### config.mk
export PLATFORM = sky130hd
export DESIGN_NAME = commit_trace_encoder_flat
export DESIGN_NICKNAME = d
export VERILOG_FILES = /design/src/rtl/commit_trace_encoder_if.sv /design/src/rtl/commit_trace_encoder.sv /design/src/flat_wrapper.sv
export SDC_FILE = /design/constraint.sdc
export NUM_CORES = 2
export LEC_CHECK = 0
export CAP_MARGIN = 20
export CORE_MARGIN = 3
export CORE_UTILIZATION = 38
export DETAILED_ROUTE_END_ITERATION = 6
export PLACE_DENSITY = 0.55
export SYNTH_ARGS = -nofsm -noshare
export SYNTH_HDL_FRONTEND = slang
export SYNTH_SLANG_ARGS = --single-unit
### constraint.sdc
create_clock -name clk_i -period 8.7 [get_ports clk_i]
set_input_delay 1.74 -clock clk_i [delete_from_list [all_inputs] [get_ports clk_i]]
set_output_delay 1.74 -clock clk_i [all_outputs]
set_load 0.005 [all_outputs]
### src/rtl/commit_trace_encoder_if.sv
// Trace packet stream between the commit trace encoder and a trace sink.
//   tdata  : 32-bit packet beat
//   tvalid : beat valid
//   tlast  : last beat of a packet
//   tready : sink ready
// master = encoder side, slave = sink side.
interface commit_trace_encoder_if;
  logic [31:0] tdata;
  logic        tvalid;
  logic        tlast;
  logic        tready;

  modport master (output tdata, output tvalid, output tlast, input tready);
  modport slave  (input tdata, input tvalid, input tlast, output tready);
endinterface

### src/rtl/commit_trace_encoder.sv
// Commit trace encoder.
// Captures retired instructions (two commit ports) and exceptions from the
// commit stage into a small FIFO. Each buffered event is sent as a fixed
// 5-beat packet: header, timestamp, A[31:0], A[63:32], B. The core is never
// stalled: events that do not fit are dropped, counted, and flagged in the
// next accepted entry.
// Ports:
//   clk_i, rst_i      clock, asynchronous active-high reset
//   enable_i          capture enable (FIFO keeps draining when low)
//   commit_ack_i      per-port retire strobe
//   commit_pc_i       per-port PC (zero-extended to 64 bits)
//   commit_instr_i    per-port instruction word
//   we_i              per-port register write flag
//   priv_lvl_i        current privilege level
//   debug_mode_i      core in debug mode
//   ex_valid_i        exception taken this cycle
//   ex_cause_i        exception cause (low 32 bits are sent)
//   ex_tval_i         exception tval
//   trace             packet stream (master side)
//   drop_cnt_o        saturating count of dropped events
module commit_trace_encoder #(
  parameter int unsigned NrCommitPorts = 2,
  parameter int unsigned VLEN          = 64,
  parameter int unsigned DEPTH         = 8
) (
  input  logic                                clk_i,
  input  logic                                rst_i,
  input  logic                                enable_i,
  input  logic [NrCommitPorts-1:0]            commit_ack_i,
  input  logic [NrCommitPorts-1:0][VLEN-1:0]  commit_pc_i,
  input  logic [NrCommitPorts-1:0][31:0]      commit_instr_i,
  input  logic [NrCommitPorts-1:0]            we_i,
  input  logic [1:0]                          priv_lvl_i,
  input  logic                                debug_mode_i,
  input  logic                                ex_valid_i,
  input  logic [63:0]                         ex_cause_i,
  input  logic [63:0]                         ex_tval_i,
  commit_trace_encoder_if.master              trace,
  output logic [15:0]                         drop_cnt_o
);

  localparam int unsigned PTR_W = $clog2(DEPTH);
  localparam int unsigned CNT_W = PTR_W + 1;
  localparam int unsigned NR_EV = 3;  // port0 commit, port1 commit, exception

  // Beat index within a packet.
  localparam logic [2:0] BEAT_HDR = 3'd0;
  localparam logic [2:0] BEAT_TS  = 3'd1;
  localparam logic [2:0] BEAT_ALO = 3'd2;
  localparam logic [2:0] BEAT_AHI = 3'd3;
  localparam logic [2:0] BEAT_B   = 3'd4;

  localparam logic [1:0] TYPE_COMMIT = 2'b01;
  localparam logic [1:0] TYPE_EXC    = 2'b10;

  typedef struct packed {
    logic [1:0]  typ;
    logic [1:0]  priv;
    logic        debug;
    logic        lost;
    logic        port;
    logic        we;
    logic [31:0] ts;
    logic [63:0] a;   // pc or tval
    logic [31:0] b;   // instr or cause[31:0]
  } entry_t;

  entry_t             mem [DEPTH];
  logic [PTR_W-1:0]   wr_ptr_q, rd_ptr_q;
  logic [CNT_W-1:0]   count_q;
  logic [2:0]         beat_q;
  logic [15:0]        seq_q;
  logic [31:0]        ts_q;
  logic               lost_q;
  logic [15:0]        drop_q;

  // Only the low half of the cause travels in the packet.
  logic unused_cause_hi;
  assign unused_cause_hi = ^ex_cause_i[63:32];

  // Candidate events for this cycle, already in push order.
  logic [NR_EV-1:0] ev_valid;
  entry_t           ev_entry [NR_EV];

  // NOTE: every signal written in an always_comb gets a default first, so no latch is inferred.
  always_comb begin
    for (int i = 0; i < 2; i++) begin
      ev_valid[i] = enable_i & commit_ack_i[i];
      ev_entry[i] = '{typ: TYPE_COMMIT, priv: priv_lvl_i, debug: debug_mode_i, lost: 1'b0,
                      port: 1'(i), we: we_i[i], ts: ts_q,
                      a: 64'(commit_pc_i[i]), b: commit_instr_i[i]};
    end
    ev_valid[2] = enable_i & ex_valid_i;
    ev_entry[2] = '{typ: TYPE_EXC, priv: priv_lvl_i, debug: debug_mode_i, lost: 1'b0,
                    port: 1'b0, we: 1'b0, ts: ts_q,
                    a: ex_tval_i, b: ex_cause_i[31:0]};
  end

  // Admission: free space is measured at cycle start (a pop this cycle does
  // not make room). Events are taken in order until space runs out; the rest
  // drop. The pending lost flag goes into the first accepted entry, and any
  // later drop re-arms it for the next cycle.
  logic [CNT_W-1:0] space;
  logic [1:0]       n_push, n_drop;
  logic             lost_d;
  logic [NR_EV-1:0] push_en;
  logic [PTR_W-1:0] push_idx   [NR_EV];
  entry_t           push_entry [NR_EV];

  // NOTE: blocking assignments in combinational logic; the loop depends on
  // seeing n_push and lost_d updated by earlier iterations.
  always_comb begin
    space   = CNT_W'(DEPTH) - count_q;
    n_push  = '0;
    n_drop  = '0;
    lost_d  = lost_q;
    push_en = '0;
    for (int i = 0; i < NR_EV; i++) begin
      push_idx[i]   = wr_ptr_q;
      push_entry[i] = ev_entry[i];
      if (ev_valid[i]) begin
        if (CNT_W'(n_push) < space) begin
          push_en[i]         = 1'b1;
          push_idx[i]        = wr_ptr_q + PTR_W'(n_push);
          push_entry[i].lost = lost_d;
          lost_d             = 1'b0;
          n_push             = n_push + 2'd1;
        end else begin
          n_drop = n_drop + 2'd1;
          lost_d = 1'b1;
        end
      end
    end
  end

  logic        handshake, pop;
  logic [16:0] drop_sum;
  logic [15:0] drop_d;

  assign handshake = trace.tvalid & trace.tready;
  assign pop       = handshake & (beat_q == BEAT_B);
  assign drop_sum  = {1'b0, drop_q} + 17'(n_drop);
  assign drop_d    = drop_sum[16] ? 16'hFFFF : drop_sum[15:0];

  // NOTE: sequential state is updated with non-blocking assignments only.
  always_ff @(posedge clk_i or posedge rst_i) begin
    if (rst_i) begin
      wr_ptr_q <= '0;
      rd_ptr_q <= '0;
      count_q  <= '0;
      beat_q   <= BEAT_HDR;
      seq_q    <= '0;
      ts_q     <= '0;
      lost_q   <= 1'b0;
      drop_q   <= '0;
    end else begin
      ts_q     <= ts_q + 32'd1;
      wr_ptr_q <= wr_ptr_q + PTR_W'(n_push);
      rd_ptr_q <= rd_ptr_q + PTR_W'(pop);
      count_q  <= count_q + CNT_W'(n_push) - CNT_W'(pop);
      lost_q   <= lost_d;
      drop_q   <= drop_d;
      if (handshake) begin
        beat_q <= (beat_q == BEAT_B) ? BEAT_HDR : beat_q + 3'd1;
      end
      if (pop) begin
        seq_q <= seq_q + 16'd1;
      end
    end
  end

  // NOTE: the storage array has no reset; count_q alone says which slots hold
  // live data, so clearing the pointers is enough.
  always_ff @(posedge clk_i) begin
    for (int i = 0; i < NR_EV; i++) begin
      if (push_en[i]) begin
        mem[push_idx[i]] <= push_entry[i];
      end
    end
  end

  // Packet serialisation from the FIFO head.
  entry_t      head;
  logic [31:0] beat_data;

  assign head = mem[rd_ptr_q];

  always_comb begin
    beat_data = '0;
    case (beat_q)
      BEAT_HDR: beat_data = {8'hC7, head.typ, head.priv, head.debug, head.lost,
                             head.port, head.we, seq_q};
      BEAT_TS:  beat_data = head.ts;
      BEAT_ALO: beat_data = head.a[31:0];
      BEAT_AHI: beat_data = head.a[63:32];
      BEAT_B:   beat_data = head.b;
      default:  beat_data = '0;
    endcase
  end

  assign trace.tvalid = (count_q != '0);
  assign trace.tlast  = trace.tvalid & (beat_q == BEAT_B);
  // Masked while empty so an unwritten head never reaches the sink.
  assign trace.tdata  = trace.tvalid ? beat_data : 32'h0;
  assign drop_cnt_o   = drop_q;

endmodule
### src/flat_wrapper.sv
// flat-port wrapper written by rule: the top's interface ports become plain ports
module commit_trace_encoder_flat 
#(
  parameter int unsigned NrCommitPorts = 2,
  parameter int unsigned VLEN          = 64,
  parameter int unsigned DEPTH         = 8
)
  (clk_i, rst_i, enable_i, commit_ack_i, commit_pc_i, commit_instr_i, we_i, priv_lvl_i, debug_mode_i, ex_valid_i, ex_cause_i, ex_tval_i, drop_cnt_o, trace_tdata, trace_tvalid, trace_tlast, trace_tready);
  commit_trace_encoder_if trace_i ();
  input  logic clk_i;
  input  logic rst_i;
  input  logic enable_i;
  input  logic [NrCommitPorts-1:0] commit_ack_i;
  input  logic [NrCommitPorts-1:0][VLEN-1:0] commit_pc_i;
  input  logic [NrCommitPorts-1:0][31:0] commit_instr_i;
  input  logic [NrCommitPorts-1:0] we_i;
  input  logic [1:0] priv_lvl_i;
  input  logic debug_mode_i;
  input  logic ex_valid_i;
  input  logic [63:0] ex_cause_i;
  input  logic [63:0] ex_tval_i;
  output logic [15:0] drop_cnt_o;
  output wire logic [$bits(trace_i.tdata)-1:0] trace_tdata;
  output wire logic [$bits(trace_i.tvalid)-1:0] trace_tvalid;
  output wire logic [$bits(trace_i.tlast)-1:0] trace_tlast;
  input wire logic [$bits(trace_i.tready)-1:0] trace_tready;
  assign trace_tdata = trace_i.tdata;
  assign trace_tvalid = trace_i.tvalid;
  assign trace_tlast = trace_i.tlast;
  assign trace_i.tready = trace_tready;
  commit_trace_encoder #(.NrCommitPorts(NrCommitPorts), .VLEN(VLEN), .DEPTH(DEPTH)) u_core (.clk_i(clk_i), .rst_i(rst_i), .enable_i(enable_i), .commit_ack_i(commit_ack_i), .commit_pc_i(commit_pc_i), .commit_instr_i(commit_instr_i), .we_i(we_i), .priv_lvl_i(priv_lvl_i), .debug_mode_i(debug_mode_i), .ex_valid_i(ex_valid_i), .ex_cause_i(ex_cause_i), .ex_tval_i(ex_tval_i), .trace(trace_i), .drop_cnt_o(drop_cnt_o));
endmodule
==> results.md <==
- Status: finished clean
- Chip Width: 418 um
- Proportion of synthesized flip-flops having asynchronous set or reset: 6.69%
- Cell taking the most area after synthesis: edfxtp_1
- Portion of the clock cycle consumed by the worst path in the final layout: 87.9%
- Cell area after synthesis: 0.0644 mm2
- Instance area at placement: 0.0708 mm2
- Number of routed nets with antenna violations: 0
- Worst flop-to-flop path startpoint: u_core.count_q[0]
- Pre-CTS WS: 0.986 ns
- Number of rows in the core area: 150
- Setup clock skew after layout: 0.0200 ns
- Skew-Pair Late Insertion Delay: 0.78 ns
- Max capacitance violation total: 0
- Final worst hold slack: 0.449 ns
- Max Root-Sink Buffers: 3
- Final worst-path setup slack: 1.05 ns
- Number of distinct library cell variants in the gate-level netlist after synthesis: 63
- Ratio of total power to cell area: 312 mW/mm2
- Post-cts repair resize count: 0
- Global-route total usage across every layer: 25.1%
- First-pass GRT wire length: 313000 um
- Vias post-DR: 38719
- GP Congestion: 0.843
- Port Buf Inserts: 349
- Leak pwr: 25.0 nW
- Most area-consuming cells after synthesis: edfxtp_1 49%, mux2_2 24%, mux4_2 9.5%
- Post-CTS Hold Fix Bufs: 0
- Final worst path period need: 7.65 ns
- Crit path kind: flip-flop to primary output
- Count of nets after finishing: 4688
- Final setup violation count: 0
- R2r worst-path depth: 15
- Die Height: 418 um
- Synth warnings: 0
- Detailed placer's ending HPWL: 131000 um
- Final slew viol count: 0
- Total number of clock tree sinks: 1166
- Main synth FF type: edfxtp_1
- Critical path cell sequence: clkinv_1 > ha_2 > buf_4 > and2_1 > a22oi_1 > o21ai_0 > nor3_1 > nor2_1 > clkdlybuf4s50_1
- Sequential area share after synthesis: 53.3%
- Number of synthesized flops with an enable pin: 1056
- Ports: 382
- Starting Density: 38.4%
- Average via count per standard cell: 5.82
- Area grow syn2layout: 16.6%
- Wirelength, routed: 221000 um
- Initial antenna violation count: 36
- Unrepaired setup endpoints after global routing: false
- Overflow left after global routing: 0
- CTS tree: done
- Startpoint of the lowest-slack hold path: u_core.mem[4][134]
- Floorplan Core Area: 0.168 mm2
- Worst Path Buf+Inv: 3
- Number of standard cells after synthesis: 4003
- Fraction of layout cells with a size suffix above 1: 45.1%
- Area share of the leading cell type in the synthesized netlist: 49.2%
- Final routed wire length divided by cell count: 33.2 um
- Number of endpoints with negative hold slack in the final report: 0
- Final routed DRC violation total: 0
- Cell at the slowest stage of the critical path: clkinv_1
- Finished Cell Area: 0.0751 mm2
- Largest delay share family, worst path: buffers and inverters
- Total die area: 0.174 mm2
- Worst-Margin Slew: 1.14 ns
- Maximum ir drop on the vdd rail: 0.245 mV
- Class of the tightest hold or removal check: flip-flop to flip-flop
- Syn Area/Cell: 16.1 um2
- Number of synthesized register bits: 1166
- Max-slew headroom at the worst pin: 21.7%
- Number of buffers created by CTS: 140
- Level count of the clock H-tree: 4
- Critical R2R Capture: u_core.mem[7][93]
- Post-CTS setup buffer count: 0
- Largest incremental delay on the critical path: 0.94 ns
- Capture endpoint of the worst hold path: u_core.mem[4][134]
- Arrival @ worst endpoint: 5.91 ns
- Nature of the critical path endpoint: primary output
- Pin count of the biggest net entering global routing: 101
- Crit path depth: 9
- Biggest fanout along the worst timing path: 30
- Clock edge transition at the registers on the reported setup and hold paths: 0.06 ns
- Root buf cell: clkbuf_16
- Net count after synthesis: 4364
- Sum of negative setup slack: 0 ns
- F_max: 131 MHz
- 1st-iter DRT viols: 3321
- Launching element type of the critical path: flip-flop
- Reg2reg setup slack: 2.18 ns
- Pre-Repair DR Iteration Count: 5
- Required time of the critical path: 6.96 ns
- Number of cells traversed by the worst hold path: 2
- Number of global-route vias before repair: 40544
- Post-layout total power: 23.5 mW
## final cells by class
class,instances,area (um2)
diodes,16,40.0
clock buffers,179,3750
clock inverters,69,523
fillers,14981,92700
inverters,31,118
multi-input cells,2525,28700
flip-flops and latches,1166,34300
well taps,2204,2760
repair buffers,463,4880
## cell families after synthesis
logic type / after synthesis / share of synthesized area, %
multiplexers: 1930 / 38.3
XOR/XNOR: 67 / 0.911
AND/OR/NAND/NOR: 298 / 2.45
adder cells (fa/ha/maj): 29 / 0.610
flip-flops: 1166 / 53.3
AO/OA/AOI/OAI: 201 / 2.05
buffers and inverters: 312 / 2.38
## through the flow
step                utilization (%)  instances
detailed placement             42.2       6388
finish                         44.8       6653
CTS                            44.7       6636
floorplan                         -       4003
global placement               42.2       6388
global route                   44.7       6645
## flip-flops by register name, summed over array words and instances, names as in the netlist
name,cells
u_core.mem,1088
u_core.ts_q,32
u_core.drop_cnt_o,16
u_core.seq_q,16
u_core.count_q,4
u_core.beat_q,3
u_core.rd_ptr_q,3
u_core.wr_ptr_q,3
u_core.lost_q,1
## cell usage after synthesis (22+ instances only)
master,number
mux2_2,1391
edfxtp_1,1056
mux4_2,272
mux2_1,172
buf_2,105
mux2i_1,95
clkbuf_1,83
dfrtp_1,78
nand2_1,71
nor2_1,71
a21oi_1,66
xnor2_1,45
buf_1,43
nand3_1,40
buf_4,39
dfxtp_1,32
o22ai_1,31
inv_1,30
ha_1,25
nor3_1,23
xor2_1,22
## metal layers
metal | wire length, um | up-vias | part of all wire [%] | global-route usage, %
met5 | 150 | - | 0.068 | 0
met1 | 94800 | 20522 | 43 | 33.5
met3 | 10400 | 337 | 4.7 | 3.86
li1 | - | 16761 | - | -
met2 | 107000 | 1077 | 48 | 41.4
met4 | 8560 | 22 | 3.9 | 9.50
## worst min-delay path, delay by kind of cell (launching register included)
family	cells	cell delay, ns
DFF	1	0.31
buffers and inverters	1	0.05
AOI/OAI and AO/OA	1	0.05
## how the worst max path moves through the flow
| stage | start | end | slack [ns] |
|---|---|---|---|
| 6_report | u_core.beat_q[2] | trace_tdata[18] | 1.05 |
| 5_1_grt | u_core.beat_q[2] | trace_tdata[18] | 0.68 |
| 4_1_cts | u_core.beat_q[2] | trace_tdata[18] | 1.03 |
| 3_5_place_dp | enable_i | u_core.mem[7][14] | 0.99 |
| 3_3_place_gp | enable_i | u_core.mem[7][14] | 1.05 |
| 2_1_floorplan | enable_i | u_core.mem[3][0] | 0.48 |
## cell usage in the layout, fill, tap and decap left out, types with 18 or more instances in the layout
master | Yosys | final
dfxtp_1 | 32 | 32
mux2_1 | 172 | 172
dfrtp_1 | 78 | 75
buf_4 | 39 | 71
mux2i_1 | 95 | 95
nand2_1 | 71 | 62
nor2_1 | 71 | 71
o22ai_1 | 31 | 31
a21oi_1 | 66 | 66
and3_1 | 19 | 19
xnor2_1 | 45 | 45
ha_1 | 25 | 24
clkbuf_1 | 83 | 33
clkinv_2 | 0 | 27
clkinv_1 | 1 | 27
clkbuf_16 | 0 | 144
inv_1 | 30 | 29
a22oi_1 | 18 | 18
mux2_2 | 1391 | 1391
o21ai_0 | 20 | 20
nand3_1 | 40 | 40
buf_12 | 0 | 42
clkdlybuf4s50_1 | 0 | 349
nor3_1 | 23 | 23
xor2_1 | 22 | 22
a221oi_1 | 20 | 20
edfxtp_1 | 1056 | 1056
mux4_2 | 272 | 272
## power breakdown
group          total, mW  internal (mW)  switching [mW]
Combinational       9.42           3.89            5.54
Clock               5.63           3.22            2.41
Sequential          8.40           7.87           0.534
Power figures use the tool's default switching activity.
